--- config.mk ---
export PLATFORM = sky130hd
export DESIGN_NAME = alu_seq_exec
export DESIGN_NICKNAME = d
export VERILOG_FILES = /design/src/rtl/alu_pkg.sv /design/src/rtl/alu_iter_engine.sv /design/src/rtl/alu_seq_exec.sv
export SDC_FILE = /design/constraint.sdc
export NUM_CORES = 1
export LEC_CHECK = 0
export CORE_MARGIN = 2
export CORE_UTILIZATION = 60
export CTS_CLUSTER_SIZE = 12
export DETAILED_ROUTE_END_ITERATION = 6
export GPL_TIMING_DRIVEN = 0
export PLACE_DENSITY = 0.91
export SLEW_MARGIN = 20
export SYNTH_ARGS = -nofsm -noshare
export SYNTH_HDL_FRONTEND = slang
export SYNTH_SLANG_ARGS = --single-unit
--- constraint.sdc ---
create_clock -name clk -period 3.84 [get_ports clk]
set_clock_uncertainty 0.05 [all_clocks]
set_input_delay 0.384 -clock clk [delete_from_list [all_inputs] [get_ports clk]]
set_output_delay 0.384 -clock clk [all_outputs]
set_load 0.02 [all_outputs]
--- src/rtl/alu_pkg.sv ---
// Shared definitions for the multi-cycle execute stage: op codes, flag-update
// codes, FSM states and the iterative-engine operating modes.
package alu_pkg;

    typedef enum logic [3:0] {
        OP_ADD   = 4'h0,
        OP_ADC   = 4'h1,
        OP_SUB   = 4'h2,
        OP_SBB   = 4'h3,
        OP_AND   = 4'h4,
        OP_OR    = 4'h5,
        OP_XOR   = 4'h6,
        OP_NOT   = 4'h7,
        OP_SHL   = 4'h8,
        OP_SHR   = 4'h9,
        OP_SAR   = 4'hA,
        OP_MUL   = 4'hB,
        OP_CLC   = 4'hC,
        OP_STC   = 4'hD,
        OP_RSV_E = 4'hE,
        OP_RSV_F = 4'hF
    } alu_op_e;

    // Flag-register update codes carried on sst.
    localparam logic [1:0] SST_LOAD = 2'b00;
    localparam logic [1:0] SST_CLC  = 2'b01;
    localparam logic [1:0] SST_STC  = 2'b10;
    localparam logic [1:0] SST_HOLD = 2'b11;

    typedef enum logic [1:0] {
        ST_IDLE = 2'd0,
        ST_ITER = 2'd1,
        ST_DONE = 2'd2
    } state_e;

    typedef enum logic [1:0] {
        ITER_SHL = 2'd0,
        ITER_SHR = 2'd1,
        ITER_SAR = 2'd2,
        ITER_MUL = 2'd3
    } iter_mode_e;

endpackage

--- src/rtl/alu_iter_engine.sv ---
// Iterative datapath: one shift bit or one shift-add multiply step per cycle.
// Exposes the post-step value so the caller can register it on the final step.
module alu_iter_engine
    import alu_pkg::*;
#(
    parameter int WIDTH = 16
) (
    input  logic             clk,
    input  logic             reset,
    input  logic             load,
    input  logic             step,
    input  iter_mode_e       mode,
    input  logic [WIDTH-1:0] a,
    input  logic [WIDTH-1:0] b,
    output logic             finish,
    output logic [WIDTH-1:0] step_result,
    output logic             step_carry,
    output logic             step_ovf
);

    localparam int SHW = $clog2(WIDTH);
    localparam int CW  = SHW + 1;

    iter_mode_e         mode_q;
    logic [2*WIDTH-1:0] acc;
    logic [2*WIDTH-1:0] acc_nxt;
    logic [WIDTH-1:0]   mcand;
    logic [CW-1:0]      count;
    logic [WIDTH:0]     mul_sum;
    logic [CW-1:0]      count_init;

    // Multiply keeps the multiplier in the low half and accumulates in the
    // high half; the whole pair shifts right each step, so after WIDTH steps
    // acc holds the full 2*WIDTH product.
    always_comb begin
        if (mode == ITER_MUL) begin
            count_init = CW'(WIDTH);
        end else begin
            count_init = {1'b0, b[SHW-1:0]};
        end
    end

    always_ff @(posedge clk or negedge reset) begin
        if (!reset) begin
            mode_q <= ITER_SHL;
            acc    <= '0;
            mcand  <= '0;
            count  <= '0;
        end else if (load) begin
            mode_q <= mode;
            mcand  <= a;
            count  <= count_init;
            if (mode == ITER_MUL) begin
                acc <= {{WIDTH{1'b0}}, b};
            end else begin
                acc <= {{WIDTH{1'b0}}, a};
            end
        end else if (step) begin
            acc   <= acc_nxt;
            count <= count - CW'(1);
        end
    end

    always_comb begin
        mul_sum    = {1'b0, acc[2*WIDTH-1:WIDTH]}
                   + (acc[0] ? {1'b0, mcand} : {(WIDTH+1){1'b0}});
        acc_nxt    = acc;
        step_carry = 1'b0;
        step_ovf   = 1'b0;
        case (mode_q)
            ITER_SHL: begin
                acc_nxt    = {acc[2*WIDTH-1:WIDTH], acc[WIDTH-2:0], 1'b0};
                step_carry = acc[WIDTH-1];
            end
            ITER_SHR: begin
                acc_nxt    = {acc[2*WIDTH-1:WIDTH], 1'b0, acc[WIDTH-1:1]};
                step_carry = acc[0];
            end
            ITER_SAR: begin
                acc_nxt    = {acc[2*WIDTH-1:WIDTH], acc[WIDTH-1], acc[WIDTH-1:1]};
                step_carry = acc[0];
            end
            ITER_MUL: begin
                acc_nxt    = {mul_sum, acc[WIDTH-1:1]};
                step_carry = |acc_nxt[2*WIDTH-1:WIDTH];
                step_ovf   = |acc_nxt[2*WIDTH-1:WIDTH];
            end
            default: begin
                acc_nxt = acc;
            end
        endcase
    end

    assign step_result = acc_nxt[WIDTH-1:0];
    assign finish      = (count == CW'(1));

endmodule

--- src/rtl/alu_seq_exec.sv ---
// Multi-cycle execute stage: single-cycle ALU ops plus iterative shift/multiply,
// presenting result, flag candidates and the flag-update code once per op.
module alu_seq_exec
    import alu_pkg::*;
#(
    parameter int WIDTH = 16
) (
    input  logic             clk,
    input  logic             reset,
    input  logic             start,
    input  logic [3:0]       op,
    input  logic [WIDTH-1:0] a,
    input  logic [WIDTH-1:0] b,
    input  logic             cin,
    output logic             ready,
    output logic             done,
    output logic [WIDTH-1:0] result,
    output logic             c,
    output logic             z,
    output logic             v,
    output logic             s,
    output logic [1:0]       sst
);

    localparam int SHW = $clog2(WIDTH);

    // Handshake: an op is taken on any rising edge where start=1 and ready=1;
    // ready is low only while an iterative op runs. done pulses for one cycle
    // per accepted op, and sst is SST_HOLD in every cycle where done=0.

    state_e           state;
    state_e           nxt_state;
    alu_op_e          op_e;
    logic             carry_in;
    logic [WIDTH:0]   add_ext;
    logic [WIDTH:0]   sub_ext;
    logic [SHW-1:0]   shamt;

    logic [WIDTH-1:0] sc_result;
    logic             sc_c;
    logic             sc_v;
    logic [1:0]       sc_sst;
    logic             sc_iter;
    logic             sc_rsv;
    iter_mode_e       eng_mode;

    logic             eng_load;
    logic             eng_step;
    logic             eng_finish;
    logic [WIDTH-1:0] eng_result;
    logic             eng_carry;
    logic             eng_ovf;

    logic             cap_en;
    logic [WIDTH-1:0] cap_result;
    logic             cap_c;
    logic             cap_v;
    logic             cap_z;
    logic             cap_s;
    logic [1:0]       cap_sst;
    logic             cap_rsv;

    logic             done_q;
    logic [1:0]       sst_q;
    logic [WIDTH-1:0] result_q;
    logic             c_q;
    logic             z_q;
    logic             v_q;
    logic             s_q;

    assign op_e     = alu_op_e'(op);
    assign shamt    = b[SHW-1:0];
    assign carry_in = (op_e == OP_ADC || op_e == OP_SBB) ? cin : 1'b0;
    assign add_ext  = {1'b0, a} + {1'b0, b} + {{WIDTH{1'b0}}, carry_in};
    assign sub_ext  = {1'b0, a} - {1'b0, b} - {{WIDTH{1'b0}}, carry_in};

    // Single-cycle decode; shifts with a zero count also finish here.
    always_comb begin
        sc_result = '0;
        sc_c      = 1'b0;
        sc_v      = 1'b0;
        sc_sst    = SST_LOAD;
        sc_iter   = 1'b0;
        sc_rsv    = 1'b0;
        eng_mode  = ITER_MUL;
        case (op_e)
            OP_ADD, OP_ADC: begin
                sc_result = add_ext[WIDTH-1:0];
                sc_c      = add_ext[WIDTH];
                sc_v      = (a[WIDTH-1] == b[WIDTH-1]) && (add_ext[WIDTH-1] != a[WIDTH-1]);
            end
            OP_SUB, OP_SBB: begin
                sc_result = sub_ext[WIDTH-1:0];
                sc_c      = sub_ext[WIDTH];
                sc_v      = (a[WIDTH-1] != b[WIDTH-1]) && (sub_ext[WIDTH-1] != a[WIDTH-1]);
            end
            OP_AND: begin sc_result = a & b; sc_c = cin; end
            OP_OR:  begin sc_result = a | b; sc_c = cin; end
            OP_XOR: begin sc_result = a ^ b; sc_c = cin; end
            OP_NOT: begin sc_result = ~a;    sc_c = cin; end
            OP_SHL, OP_SHR, OP_SAR: begin
                if (op_e == OP_SHL) eng_mode = ITER_SHL;
                else if (op_e == OP_SHR) eng_mode = ITER_SHR;
                else eng_mode = ITER_SAR;
                if (shamt == '0) begin
                    sc_result = a;
                    sc_c      = cin;
                end else begin
                    sc_iter = 1'b1;
                end
            end
            OP_MUL: begin
                eng_mode = ITER_MUL;
                sc_iter  = 1'b1;
            end
            OP_CLC: begin sc_result = a; sc_sst = SST_CLC; end
            OP_STC: begin sc_result = a; sc_sst = SST_STC; sc_c = 1'b1; end
            default: begin
                sc_sst = SST_HOLD;
                sc_rsv = 1'b1;
            end
        endcase
    end

    always_comb begin
        nxt_state  = state;
        eng_load   = 1'b0;
        cap_en     = 1'b0;
        cap_result = sc_result;
        cap_c      = sc_c;
        cap_v      = sc_v;
        cap_sst    = sc_sst;
        cap_rsv    = sc_rsv;
        case (state)
            ST_IDLE, ST_DONE: begin
                if (start) begin
                    if (sc_iter) begin
                        nxt_state = ST_ITER;
                        eng_load  = 1'b1;
                    end else begin
                        nxt_state = ST_DONE;
                        cap_en    = 1'b1;
                    end
                end else begin
                    nxt_state = ST_IDLE;
                end
            end
            ST_ITER: begin
                if (eng_finish) begin
                    nxt_state  = ST_DONE;
                    cap_en     = 1'b1;
                    cap_result = eng_result;
                    cap_c      = eng_carry;
                    cap_v      = eng_ovf;
                    cap_sst    = SST_LOAD;
                    cap_rsv    = 1'b0;
                end
            end
            default: nxt_state = ST_IDLE;
        endcase
        cap_z = (cap_result == '0) && !cap_rsv;
        cap_s = cap_result[WIDTH-1];
    end

    assign eng_step = (state == ST_ITER);

    always_ff @(posedge clk or negedge reset) begin
        if (!reset) begin
            state    <= ST_IDLE;
            done_q   <= 1'b0;
            sst_q    <= SST_HOLD;
            result_q <= '0;
            c_q      <= 1'b0;
            z_q      <= 1'b0;
            v_q      <= 1'b0;
            s_q      <= 1'b0;
        end else begin
            state  <= nxt_state;
            done_q <= cap_en;
            if (cap_en) begin
                result_q <= cap_result;
                c_q      <= cap_c;
                z_q      <= cap_z;
                v_q      <= cap_v;
                s_q      <= cap_s;
                sst_q    <= cap_sst;
            end else begin
                sst_q <= SST_HOLD;
            end
        end
    end

    alu_iter_engine #(.WIDTH(WIDTH)) u_iter (
        .clk         (clk),
        .reset       (reset),
        .load        (eng_load),
        .step        (eng_step),
        .mode        (eng_mode),
        .a           (a),
        .b           (b),
        .finish      (eng_finish),
        .step_result (eng_result),
        .step_carry  (eng_carry),
        .step_ovf    (eng_ovf)
    );

    assign ready  = (state != ST_ITER);
    assign done   = done_q;
    assign sst    = sst_q;
    assign result = result_q;
    assign c      = c_q;
    assign z      = z_q;
    assign v      = v_q;
    assign s      = s_q;

endmodule

==> impl_metrics.ini, run 1 <==
[cts]
clockRootBuffer = clkbuf_16
cts_buffers = 9
clkLatencyLatePin_ns = 0.34
cts_tree = done
cts_num_sinks = 79
clockBufferDepth = 2
htree_levels = 3
clk_pin_slew_ns = 0.06

[hold_path]
hold_path.class = in2reg

[route]
remaining_drc_errors = 1
drt_iter0_drc = 1247
vias = 8016
antenna_left = 0
routedWlPerCell_um = 21.3
wl_mm = 25.7
via_per_inst = 6.64
dr.pass1.iters = 7

[yosys]
syn_nets = 1080
ys_types = 84
ys_ff_latch = 79
syn_inst = 950
ys_warn_count = 0
synth_top_area_share_pct = 24.7
synth_largest_area_cell = dfrtp_1
ys_top_cells_by_area = dfrtp_1, ha_1, o21ai_0, a21oi_1, nand2_1
syn-mean-instance-area_um2 = 8.22
async_reset_ff_share_pct = 100
ys.flop_type = dfrtp_1
ys_seq_area_share_pct = 25.4
synth_area_um2 = 7810
synth_edf_count = 0

[sta]
relSlewSlack_pct = 28.4
slew_violations = 0
setup_violations = 0
min_period_ns = 3.81
timing.fmax_mhz = 262
min_period_over_period_pct = 99.3
worst_pin_slew_ns = 1.06
hold_viol = 0

[placed_design]
place_inst = 1184
dpl.hpwl_mm = 19.6
place_congestion = 0.988
port_buffers = 61

[floorplan]
initial_core_util_pct = 61.6
die_w_um = 118
rows = 41
core_um2 = 12700
die-area_um2 = 13900
ioPinCount = 64
die_y_um = 118

[power]
ir_drop_v = 0.000321
power_w = 0.00458
power-per-cell-area_nw_per_um2 = 491
power.leakage_nw = 4.18

[grt]
grt_pass1_wl_mm = 40.4
grt_max_degree = 45
grt_usage_pct = 36.3
grt_pass1_vias = 7483
antenna_found_initial = 0
grt.overflow.total = 0

[status]
status = finished, violations left
failed_checks = design-rule violations

[job]
maxCapViolCount = 0

[cells_and_area]
num-nets-final = 1160
layoutNonFillerInstCount = 1207
drive_gt1_share_pct = 10.8
diodes = 0
n_fill_cell = 983
syn2layout_area_growth_pct = 19.3

[worst_setup_path]
cp_data_arrival_time_ns = 3.97
startpoint_type = flop
cp_max_fo = 10
required_ns = 4.00
cp-end-kind = flop
worstSetupPathType = reg2reg
## timing repair
| item | in CTS | in global routing |
|---|---|---|
| hold buffers | 1 | 0 |
| setup endpoints to repair | 10 | 3 |
| pin swaps | 2 | 20 |
| setup buffers | 2 | 6 |
| gates cloned | 1 | 0 |
| hold endpoints to repair | 33 | 0 |
| resized for setup | 22 | 47 |
## critical path, cell delays in order (launching register included)
cell	delay, ns
dfrtp_2	0.48
and2_1	0.18
ha_1	0.21
fa_1	0.48
a21o_1	0.18
a21oi_1	0.17
xnor2_1	0.09
or4_1	0.55
nor3_1	0.17
nand2_1	0.11
or4_1	0.52
o311ai_2	0.36
nand3_1	0.12
## state kept, by name, summed over array words and instances, names as in the netlist
name	count
u_iter.acc	32
result	16
u_iter.mcand	16
u_iter.count	5
sst	2
state	2
u_iter.mode_q	2
c	1
done	1
v	1
z	1
## metrics by stage
| step | area [um^2] | setup TNS, ns | util, % | worst slack (ns) | hold WS [ns] |
|---|---|---|---|---|---|
| after floorplan | 7820 | 0 | - | 0.0560 | 0.0384 |
| after global placement | 8650 | -33.19 | 68.2 | -1.21 | 0.404 |
| final | 9320 | 0 | 73.5 | 0.0287 | 0.405 |
| after detailed placement | 8660 | -8.73 | 68.4 | -1.32 | 0.314 |
| after global routing | 9320 | -0.0446 | 73.5 | -0.0304 | 0.438 |
| after CTS | 9120 | 0 | 72.0 | 0.00109 | 0.426 |
## report_power, final
group	internal (W)	switching, W
sequential	0.00112	0.000224
combinational	0.000944	0.00136
clock	0.000572	0.000361
total	0.00264	0.00194
## synth_stat cells, types with 8 or more instances
library cell  count
a211oi_1         15
a21o_1           11
a21oi_1          64
a22o_1           18
a22oi_1          17
a31oi_1          11
and2_1           23
and3_1           10
clkbuf_1         35
dfrtp_1          77
ha_1             85
inv_1            73
mux2_2            8
mux2i_1          16
nand2_1          81
nand2b_1         10
nand3_1          22
nor2_1           78
nor2b_1          11
nor3_1           18
o211ai_1         10
o21a_1            8
o21ai_0          73
xnor2_1          29
xor2_1           10
## placed cells by master, fill, tap and decap left out, types with 11 or more instances in the layout
cell type,instances
xnor2_1,29
a22oi_1,17
nand3_1,21
a21oi_1,61
a21o_1,11
clkdlybuf4s50_1,50
mux2i_1,16
a211oi_1,12
nor3_1,16
nor2_1,77
ha_1,72
and2_1,23
nand2_1,81
o21ai_0,70
a22o_1,18
a31oi_1,11
ha_2,11
inv_1,70
clkbuf_1,32
dfrtp_1,76
## path summary, 6_finish.rpt
path | start | endpoint | slack, ns | cells after the start
max | u_iter.acc[0] | v | 0.03 | 12
min | a[9] | u_iter.acc[9] | 0.40 | 3
max reg2reg | u_iter.acc[0] | v | 0.03 | 12
min reg2reg | u_iter.mcand[2] | u_iter.mcand[2] | 0.42 | 2
max in group asynchronous | reset | u_iter.acc[0] | 2.65 | 3
min in group asynchronous | reset | u_iter.acc[17] | 0.49 | 2
## logic make-up (layout without fill, tap and decap cells)
logic type	count (synthesis)	count (layout)	synth area share, %
fa+ha+maj	90	90	14.9
mux	30	30	4.94
compound gates	304	304	26.6
buf+inv	120	205	5.98
simple gates	288	288	17.9
flops	79	79	25.4
xor+xnor	39	39	4.37
## metal layers
layer	up-vias	GRT usage (%)	part of all wire (%)
li1	3610	-	-
met1	3748	48.4	39
met2	545	57.7	47
met3	113	4.75	9.0
met4	0	18.2	5.0
met5	-	0	0
## layout make-up
| cell class | instances | area (um^2) | area share (%) |
|---|---|---|---|
| tap | 172 | 215 | 2.31 |
| clock buffer | 9 | 225 | 2.42 |
| clock inverter | 7 | 96.3 | 1.03 |
| sequential | 79 | 1980 | 21.3 |
| multi-input combinational | 751 | 5580 | 59.9 |
| timing repair buffer | 72 | 747 | 8.02 |
| inverter | 75 | 282 | 3.02 |
| buffer | 42 | 190 | 2.04 |
Power figures use the tool's default switching activity.
==> inputs of run 2 (changes only) <==
--- a/config.mk
+++ b/config.mk
@@ -15,3 +15,4 @@
 export SYNTH_ARGS = -nofsm -noshare
 export SYNTH_HDL_FRONTEND = slang
 export SYNTH_SLANG_ARGS = --single-unit
+export TNS_END_PERCENT = 20
==> run 2 against run 1 <==
Against the previous run:
- the run still ends with design-rule violations left
- combinational power is essentially flat
- flip-flop and latch count is the same
- final cell count is essentially flat
- first-iteration DRC count shrank 8.8%
- clock power grew 0.9%
- sequential share of layout area is essentially flat
- routed wire length grew 0.29%
- non-clock buffer count shrank 1
- core utilization is essentially flat
- fmax grew 0.26%
- global-route usage is the same
- largest cell class unchanged
==> impl_metrics.ini, run 2 (same netlist as run 1, synthesis figures left out) <==
[grt]
grt.overflow.total = 0
grt_pass1_wl_mm = 40.4
grt_usage_pct = 36.3
grt_pass1_vias = 7483
grt_max_degree = 45
antenna_found_initial = 0

[hold_path]
hold_start = a[9]
holdPathEnd = u_iter.acc[9]
hold_path.class = in2reg
min_delay_path_depth = 3

[power]
p_int_w = 0.00264
power.switching_w = 0.00195
ir_drop_v = 0.000328
switching_share_pct = 42.5
seq_power_share_pct = 29.3
power-per-cell-area_nw_per_um2 = 492
p_clk_share_pct = 20.5
p_comb_share_pct = 50.2
power.leakage_nw = 4.17

[route]
via_per_inst = 6.62
vias = 7983
wl_mm = 25.7
antenna_left = 0
drt_iter0_drc = 1137
routedWlPerCell_um = 21.3
dr.pass1.iters = 7
remaining_drc_errors = 1

[sta]
setup_tns_ns = 0
relSlewSlack_pct = 25.8
min_period_ns = 3.80
worst_pin_slew_ns = 1.10
holdWs_ns = 0.404
slew_violations = 0
hold_viol = 0
fin_ws_ns = 0.0385
setup_violations = 0
timing.fmax_mhz = 263
min_period_over_period_pct = 99.0

[worst_setup_path]
cp-end-kind = flop
worstSetupPathType = reg2reg
cp_max_fo = 10
ff2ff_path_depth = 12
startpoint_type = flop
r2r_slack_ns = 0.04
cp_data_arrival_time_ns = 3.97
reg2reg_from = u_iter.acc[0]
required_ns = 4.01
r2r-end = v

[cells_and_area]
regMostFlops = u_iter.acc
num-nets-final = 1159
syn2layout_area_growth_pct = 19.3
largest_reg_flops = 32
diodes = 0
final_common_cell = nand2_1
final_cell_area_um2 = 9320
drive_gt1_share_pct = 10.5
layout_common_cells = nand2_1, nor2_1, dfrtp_1, ha_1, inv_1

[cts]
cts_buffers = 9
cts_tree = done
cts_num_sinks = 79
clockRootBuffer = clkbuf_16
htree_levels = 3
clockBufferDepth = 2
clkLatencyLatePin_ns = 0.35
clk_pin_slew_ns = 0.06

[status]
failed_checks = design-rule violations
status = finished, violations left

[floorplan]
ioPinCount = 64
die_y_um = 118
rows = 41
die-area_um2 = 13900
initial_core_util_pct = 61.6
core_um2 = 12700
die_w_um = 118

[placed_design]
dpl.hpwl_mm = 19.6
place_congestion = 0.988
port_buffers = 61
post-place-ws_ns = -1.32
placed_area_um2 = 8660

[job]
maxCapViolCount = 0
==> run 2: per-layer routing <==
metal  global-route usage [%]  vias up  part of all wire [%]
li1                         -     3601                     -
met1                     48.4     3713                    39
met2                     57.7      541                    46
met3                     4.75      128                   9.3
met4                     18.2        0                   5.3
met5                        0        -                     0
==> run 2: worst max path at each step <==
stage | startpoint | end | slack [ns] | cells after the start
final | u_iter.acc[0] | v | 0.04 | 12
after global routing | u_iter.acc[0] | v | -0.03 | 12
after detailed placement | op[2] | c | -1.32 | 15
after global placement | op[2] | c | -1.21 | 15
after CTS | u_iter.acc[0] | v | 0.001 | 12
after floorplan | op[0] | z | 0.06 | 15
==> run 2: cell type report <==
| class | count | area (um^2) |
|---|---|---|
| Tap cell | 172 | 215 |
| Clock inverter | 7 | 96.3 |
| Inverter | 75 | 282 |
| Clock buffer | 9 | 225 |
| Buffer | 42 | 190 |
| Timing Repair Buffer | 71 | 739 |
| Multi-Input combinational cell | 751 | 5590 |
| Fill cell | 987 | 3350 |
| Sequential cell | 79 | 1980 |
==> run 2: what timing repair did <==
item / 4_1_cts / 5_1_grt
buffers inserted: 2 / 5
resized for setup: 22 / 46
endpoints found under the setup margin: 10 / 3
pin swaps: 2 / 18
hold buffers: 1 / 0
cloned: 1 / 0
hold endpoints to repair: 33 / 0
==> run 2: power by group through the flow <==
| stage | Sequential, W | Clock (W) | Combinational, W |
|---|---|---|---|
| after CTS | 0.00133 | 0.000931 | 0.00219 |
| after global placement | 0.00133 | 0 | 0.00208 |
| after floorplan | 0.00141 | 0 | 0.00131 |
| after detailed placement | 0.00134 | 0 | 0.00213 |
| final | 0.00134 | 0.000941 | 0.00230 |
| after global routing | 0.00137 | 0.000958 | 0.00248 |
==> run 2: critical path, stage by stage, from the launching register on <==
cell	delay (ns)
dfrtp_2	0.48
and2_1	0.18
ha_1	0.21
fa_1	0.47
a21o_1	0.18
a21oi_1	0.17
xnor2_1	0.09
or4_1	0.55
nor3_1	0.16
nand2_1	0.11
or4_1	0.53
o311ai_2	0.36
nand3_1	0.12
==> run 2: stage by stage <==
step           power, W  std cells  util, %
2_1_floorplan   0.00272        950        -
3_3_place_gp    0.00341       1183     68.2
3_5_place_dp    0.00347       1184     68.4
4_1_cts         0.00446       1201     72.0
5_1_grt         0.00481       1206     73.5
6_report        0.00458       1206     73.5
